===== config.mk =====
export PLATFORM = sky130hd
export DESIGN_NAME = laser_power_monitor
export DESIGN_NICKNAME = d
export VERILOG_FILES = /design/src/rtl/laser_power_monitor.sv
export SDC_FILE = /design/constraint.sdc
export NUM_CORES = 1
export LEC_CHECK = 0
export ABC_AREA = 1
export BUFFER_PORTS_ARGS = -buffer_cell sky130_fd_sc_hd__buf_2
export CORE_MARGIN = 4
export CORE_UTILIZATION = 45
export CTS_BUF_LIST = sky130_fd_sc_hd__clkbuf_4 sky130_fd_sc_hd__clkbuf_8
export CTS_CLUSTER_DIAMETER = 150
export DETAILED_ROUTE_END_ITERATION = 7
export GPL_ROUTABILITY_DRIVEN = 0
export PLACE_DENSITY = 0.7
export SLEW_MARGIN = 20
export SYNTH_ARGS = -nofsm -noshare
export SYNTH_HDL_FRONTEND = slang
export SYNTH_SLANG_ARGS = --single-unit

===== constraint.sdc =====
create_clock -name clk -period 3.3 [get_ports clk]
set_clock_uncertainty 0.1 [all_clocks]
set_input_delay 0.495 -clock clk [delete_from_list [all_inputs] [get_ports clk]]
set_output_delay 0.495 -clock clk [all_outputs]
set_load 0.02 [all_outputs]

===== src/rtl/laser_power_monitor.sv =====
// laser_power_monitor
//   Screens an interleaved ADC sample stream against per-channel peak limits
//   while laser_pulse is high, and against CW/leakage limits while it is low.
//   A channel faults after TRIP_CNT consecutive over-limit samples. The fault
//   stays latched until clear_fail. The block also reports the per-pulse
//   maximum of each channel.
// Ports
//   clk, rstn     : clock, asynchronous active-low reset
//   laser_pulse   : emission window, synchronous to clk
//   sample_valid  : qualifies sample_ch / sample_value for one cycle
//   sample_ch     : channel index of the sample
//   sample_value  : unsigned ADC sample
//   peak_limit    : per-channel peak limit, channel i at [i*DW +: DW]
//   cw_limit      : per-channel CW limit, same packing
//   clear_fail    : per-channel fault clear, level-sampled
//   peak_fail     : latched peak-limit fault per channel
//   cw_fail       : latched CW-limit fault per channel
//   any_fail      : OR of all fault bits (combinational from fault registers)
//   peak_hold     : per-channel maximum sample of the last completed pulse
module laser_power_monitor #(
  parameter int unsigned NCH      = 4,
  parameter int unsigned DW       = 16,
  parameter int unsigned TRIP_CNT = 3
) (
  input  logic                                   clk,
  input  logic                                   rstn,
  input  logic                                   laser_pulse,
  input  logic                                   sample_valid,
  input  logic [((NCH > 1) ? $clog2(NCH) : 1)-1:0] sample_ch,
  input  logic [DW-1:0]                          sample_value,
  input  logic [NCH*DW-1:0]                      peak_limit,
  input  logic [NCH*DW-1:0]                      cw_limit,
  input  logic [NCH-1:0]                         clear_fail,
  output logic [NCH-1:0]                         peak_fail,
  output logic [NCH-1:0]                         cw_fail,
  output logic                                   any_fail,
  output logic [NCH*DW-1:0]                      peak_hold
);

  localparam int unsigned CHW = (NCH > 1) ? $clog2(NCH) : 1;
  localparam int unsigned CNTW = 8;
  localparam logic [CNTW-1:0] TRIP = CNTW'(TRIP_CNT);

  typedef enum logic [1:0] {
    IDLE    = 2'd0,
    PULSE   = 2'd1,
    TRIPPED = 2'd2
  } state_t;

  logic [NCH*DW-1:0] peak_limit_q;
  logic [NCH*DW-1:0] cw_limit_q;
  logic              lp_d1;
  logic              rise;
  logic              fall;
  logic              ch_valid;

  // Quasi-static limits and the laser_pulse delay for edge detection.
  always_ff @(posedge clk or negedge rstn) begin
    if (!rstn) begin
      peak_limit_q <= '0;
      cw_limit_q   <= '0;
      lp_d1        <= 1'b0;
    end else begin
      peak_limit_q <= peak_limit;
      cw_limit_q   <= cw_limit;
      lp_d1        <= laser_pulse;
    end
  end

  assign rise     = laser_pulse & ~lp_d1;
  assign fall     = ~laser_pulse & lp_d1;
  // Out-of-range channel indices never reach any channel.
  assign ch_valid = sample_valid && ({1'b0, sample_ch} < (CHW+1)'(NCH));

  assign any_fail = |{peak_fail, cw_fail};

  for (genvar g = 0; g < NCH; g++) begin : g_ch
    state_t          st_q, st_d;
    logic [CNTW-1:0] cnt_q, cnt_d, cnt_base;
    logic [DW-1:0]   max_q, max_d, max_base;
    logic [DW-1:0]   hold_q, hold_d;
    logic [DW-1:0]   lim;
    logic            pf_q, pf_d, cf_q, cf_d;
    logic            hit;
    logic            over;

    assign hit  = ch_valid && (sample_ch == CHW'(g));
    // Phase follows the current laser_pulse level, so edge cycles use the new phase.
    assign lim  = laser_pulse ? peak_limit_q[g*DW +: DW] : cw_limit_q[g*DW +: DW];
    assign over = sample_value > lim;

    // State register.
    always_ff @(posedge clk or negedge rstn) begin
      if (!rstn) begin
        st_q   <= IDLE;
        cnt_q  <= '0;
        max_q  <= '0;
        hold_q <= '0;
        pf_q   <= 1'b0;
        cf_q   <= 1'b0;
      end else begin
        st_q   <= st_d;
        cnt_q  <= cnt_d;
        max_q  <= max_d;
        hold_q <= hold_d;
        pf_q   <= pf_d;
        cf_q   <= cf_d;
      end
    end

    // Next state: clear > trip > edge-induced counter reset > sample count.
    always_comb begin
      st_d     = st_q;
      cnt_d    = cnt_q;
      max_d    = max_q;
      hold_d   = hold_q;
      pf_d     = pf_q;
      cf_d     = cf_q;
      cnt_base = cnt_q;
      max_base = max_q;

      case (st_q)
        TRIPPED: begin
          if (clear_fail[g]) begin
            st_d  = IDLE;
            pf_d  = 1'b0;
            cf_d  = 1'b0;
            cnt_d = '0;
            max_d = '0;
          end
        end
        default: begin
          if (st_q == IDLE && rise) begin
            st_d     = PULSE;
            cnt_base = '0;
            max_base = '0;
          end else if (st_q == PULSE && fall) begin
            st_d     = IDLE;
            cnt_base = '0;
            hold_d   = max_q;
          end
          cnt_d = cnt_base;
          max_d = max_base;
          // A sample arriving together with clear_fail is discarded.
          if (hit && !clear_fail[g]) begin
            if (laser_pulse && (sample_value > max_base)) begin
              max_d = sample_value;
            end
            if (over) begin
              cnt_d = (cnt_base >= TRIP) ? TRIP : cnt_base + CNTW'(1);
              if (cnt_d == TRIP) begin
                st_d = TRIPPED;
                if (laser_pulse) begin
                  pf_d = 1'b1;
                end else begin
                  cf_d = 1'b1;
                end
              end
            end else begin
              cnt_d = '0;
            end
          end
        end
      endcase
    end

    assign peak_fail[g]          = pf_q;
    assign cw_fail[g]            = cf_q;
    assign peak_hold[g*DW +: DW] = hold_q;
  end

endmodule


==> results.cfg <==
[cts]
htreeDepth = 2
cts_resized = 0
cts_tree = yes
cts_buffer_depth = 3
clk_latency_ps = 590
ctsHoldBuffers = 129
cts-root-buf = clkbuf_8
cts_made_buffers = 51
cts.sinks = 305
clkTransAtPathRegs_ps = 60
cts_setup_buffers = 0

[worst_hold_path]
min_from = clear_fail[2]
whs_path_depth = 4
hold_path.class = in -> reg

[floorplan]
ios = 227
die_y_um = 193
fp-row-count = 67
core_area_mm2 = 0.0337
dieArea_mm2 = 0.0373
initial_core_util = 0.457
die_x_um = 193

[setup_path]
crit_path_end_kind = flop
r2r-start = g_ch[1].st_q[0]
max_stage_delay_ps = 400
rrSetupSlack_ps = 300
path_max_fanout = 17
crit_top_cell = nand2_1
cp-startpoint = g_ch[1].st_q[0]
r2r_cells = 14
critical_path_arrival_ps = 3380
cp-endpoint = g_ch[1].max_q[2]
crit_slowest_cell = dfrtp_1
critPathLaunchType = flop
path_cells = nor2_1 -> nand2_1 -> nand2_1 -> ha_1 -> a21oi_1 -> o21ai_0 -> nand2_1 -> nand2_1 -> nand2_1 -> nand2_1 -> nand2_4 -> nand2_1 -> nand3_1 -> nand2_1
worstReg2RegEnd = g_ch[1].max_q[2]
critPathKind = reg -> reg
critPathRequiredTime_ps = 3670

[synthesis]
syn-num-nets = 2030
ys_types = 39
synth_edf_count = 0
synth_seq_cells = 305
syn-mean-instance-area_um2 = 8.84
post-synth-top-count-cell = nand2_1
netlist_instances = 1744
synth.yosys.seq_area_share = 0.495
synth_top_area_share = 0.495
ys_async_sr_fraction = 1.00
synthTopCellsByCount = 605 x nand2_1, 305 x dfrtp_1, 164 x nand3_1, 132 x ha_1, 104 x inv_1
ys_top_cells_by_area = dfrtp_1 50%, nand2_1 15%, ha_1 11%, nand3_1 5.3%, mux2i_1 3.9%
yosysTopAreaCell = dfrtp_1
syn-cell-area_mm2 = 0.0154
synth_warnings = 0
synthFlopType = dfrtp_1

[sta]
setup_viol = 0
slew-limit-headroom = 0.440
worst_pin_slew_ps = 832
setup_ws_ps = 297
period_minus_slack_ps = 3000
report.final.slew_viol_count = 0
fmax_mhz = 333
post-route-period-util = 0.910
hold_viol_final = 0
tns_ps = 0
rsz0062_at_grt = false

[power_and_ir_drop]
swShare = 0.364
p_per_area_mw_per_mm2 = 657
clkPwrFrac = 0.297
leakage_nw = 10.6
max-vdd-ir-drop_mv = 0.440
power.internal_w = 0.00817
pwr-share-seq = 0.396
p_switching_w = 0.00468
power_frac_comb = 0.307

[route]
route.detailed.drc = 0
routed_wirelength_mm = 48.7
drtAntennaViolNets = 0
vias = 13736
firstDrtPassIters = 6
viasPerCell = 5.26
drtIter0Drc = 1239
post_drt_wl_per_cell_um = 18.6

[placed_design]
post-place-ws_ps = 118
place_inst = 2386
port_buffers = 226
dpl.hpwl_mm = 31.2

[global_route]
grt_pass1_wl_mm = 75.4
antenna_found_initial = 3
track_usage = 0.261
grt_max_degree = 93
grt_pass1_vias = 13767
overflow = 0

[layout]
nNetsFinal = 2406
drive_above_1_share = 0.181
final_cells = 2611
area_growth_pct = 27.0

[flow_run]
cap_violations = 0

[status]
status = finished clean
-- routing by layer --
layer  up-vias  GRT usage  wire [um]
li1       6532          -          -
met1      6462      0.343      20000
met2       598      0.424      22200
met3       142     0.0612       4280
met4         2     0.0994       2110
met5         -          0          7
-- state kept, by name (all words and copies together) (netlist names) --
signal	count
peak_limit_q	64
g_ch.cnt_q	32
g_ch.max_q	64
cw_limit_q	64
g_ch.pf_q	4
g_ch.hold_q	64
g_ch.cf_q	4
lp_d1	1
g_ch.st_q	8
-- power by group through the flow --
| stage | clock network (W) | logic, W | registers [W] |
|---|---|---|---|
| after CTS | 0.00383 | 0.00395 | 0.00508 |
| final | 0.00382 | 0.00395 | 0.00508 |
| after detailed placement | 0 | 0.00381 | 0.00514 |
| after floorplan | 0 | 0.00211 | 0.00545 |
| after global routing | 0.00406 | 0.00445 | 0.00519 |
| after global placement | 0 | 0.00371 | 0.00512 |
-- logic make-up (layout without fill, tap and decap cells) --
logic type	count (synthesis)	count (layout)	synth area share
AND/OR/NAND/NOR	892	892	0.240
flip-flops	305	305	0.495
other	0	2	0
multiplexers	75	75	0.0499
buffers and inverters	177	594	0.0479
AO/OA/AOI/OAI	163	163	0.0600
adder cells (fa/ha/maj)	132	132	0.107
-- how the worst min path moves through the flow --
stage                              end  slack (ps)
finish                    g_ch[2].cf_q         200
global route          g_ch[0].max_q[0]         220
CTS                       g_ch[2].cf_q         180
detailed placement   g_ch[1].hold_q[3]         360
global placement    g_ch[1].hold_q[12]         360
floorplan                cw_limit_q[0]         100
-- critical path, delay by kind of cell (launching register included) --
family,cells,cell delay (ps)
simple gates,11,1850
flops,1,400
fa+ha+maj,1,270
compound gates,2,270
-- layout make-up --
class                      count  area [um^2]
inverter                     109          409
antenna                        2         5.00
clock inverter                18          196
clock buffer                  76          971
sequential                   305         7630
multi-input combinational   1262         7040
fill                        2936        14100
timing repair buffer         391         2760
tap                          448          561
-- cells in the final DEF (no fill, tap or decap), types with 60 or more instances in the layout --
cell type,instances
nand2_1,605
dfrtp_1,305
buf_2,224
nand3_1,164
ha_1,132
dlygate4sd3_1,129
inv_1,104
nor2_1,76
a21oi_1,73
clkbuf_8,64
mux2i_1,60
-- metrics by stage --
stage / hold slack [ps] / area, um^2 / total power (W) / util
after global placement: 361 / 17100 / 0.00883 / 0.508
after global routing: 216 / 19600 / 0.0137 / 0.581
after floorplan: 99.4 / 15400 / 0.00756 / -
after detailed placement: 360 / 17100 / 0.00895 / 0.508
final: 204 / 19600 / 0.0129 / 0.581
after CTS: 178 / 19600 / 0.0129 / 0.581
Note: power is estimated with default switching activity, not from simulation.
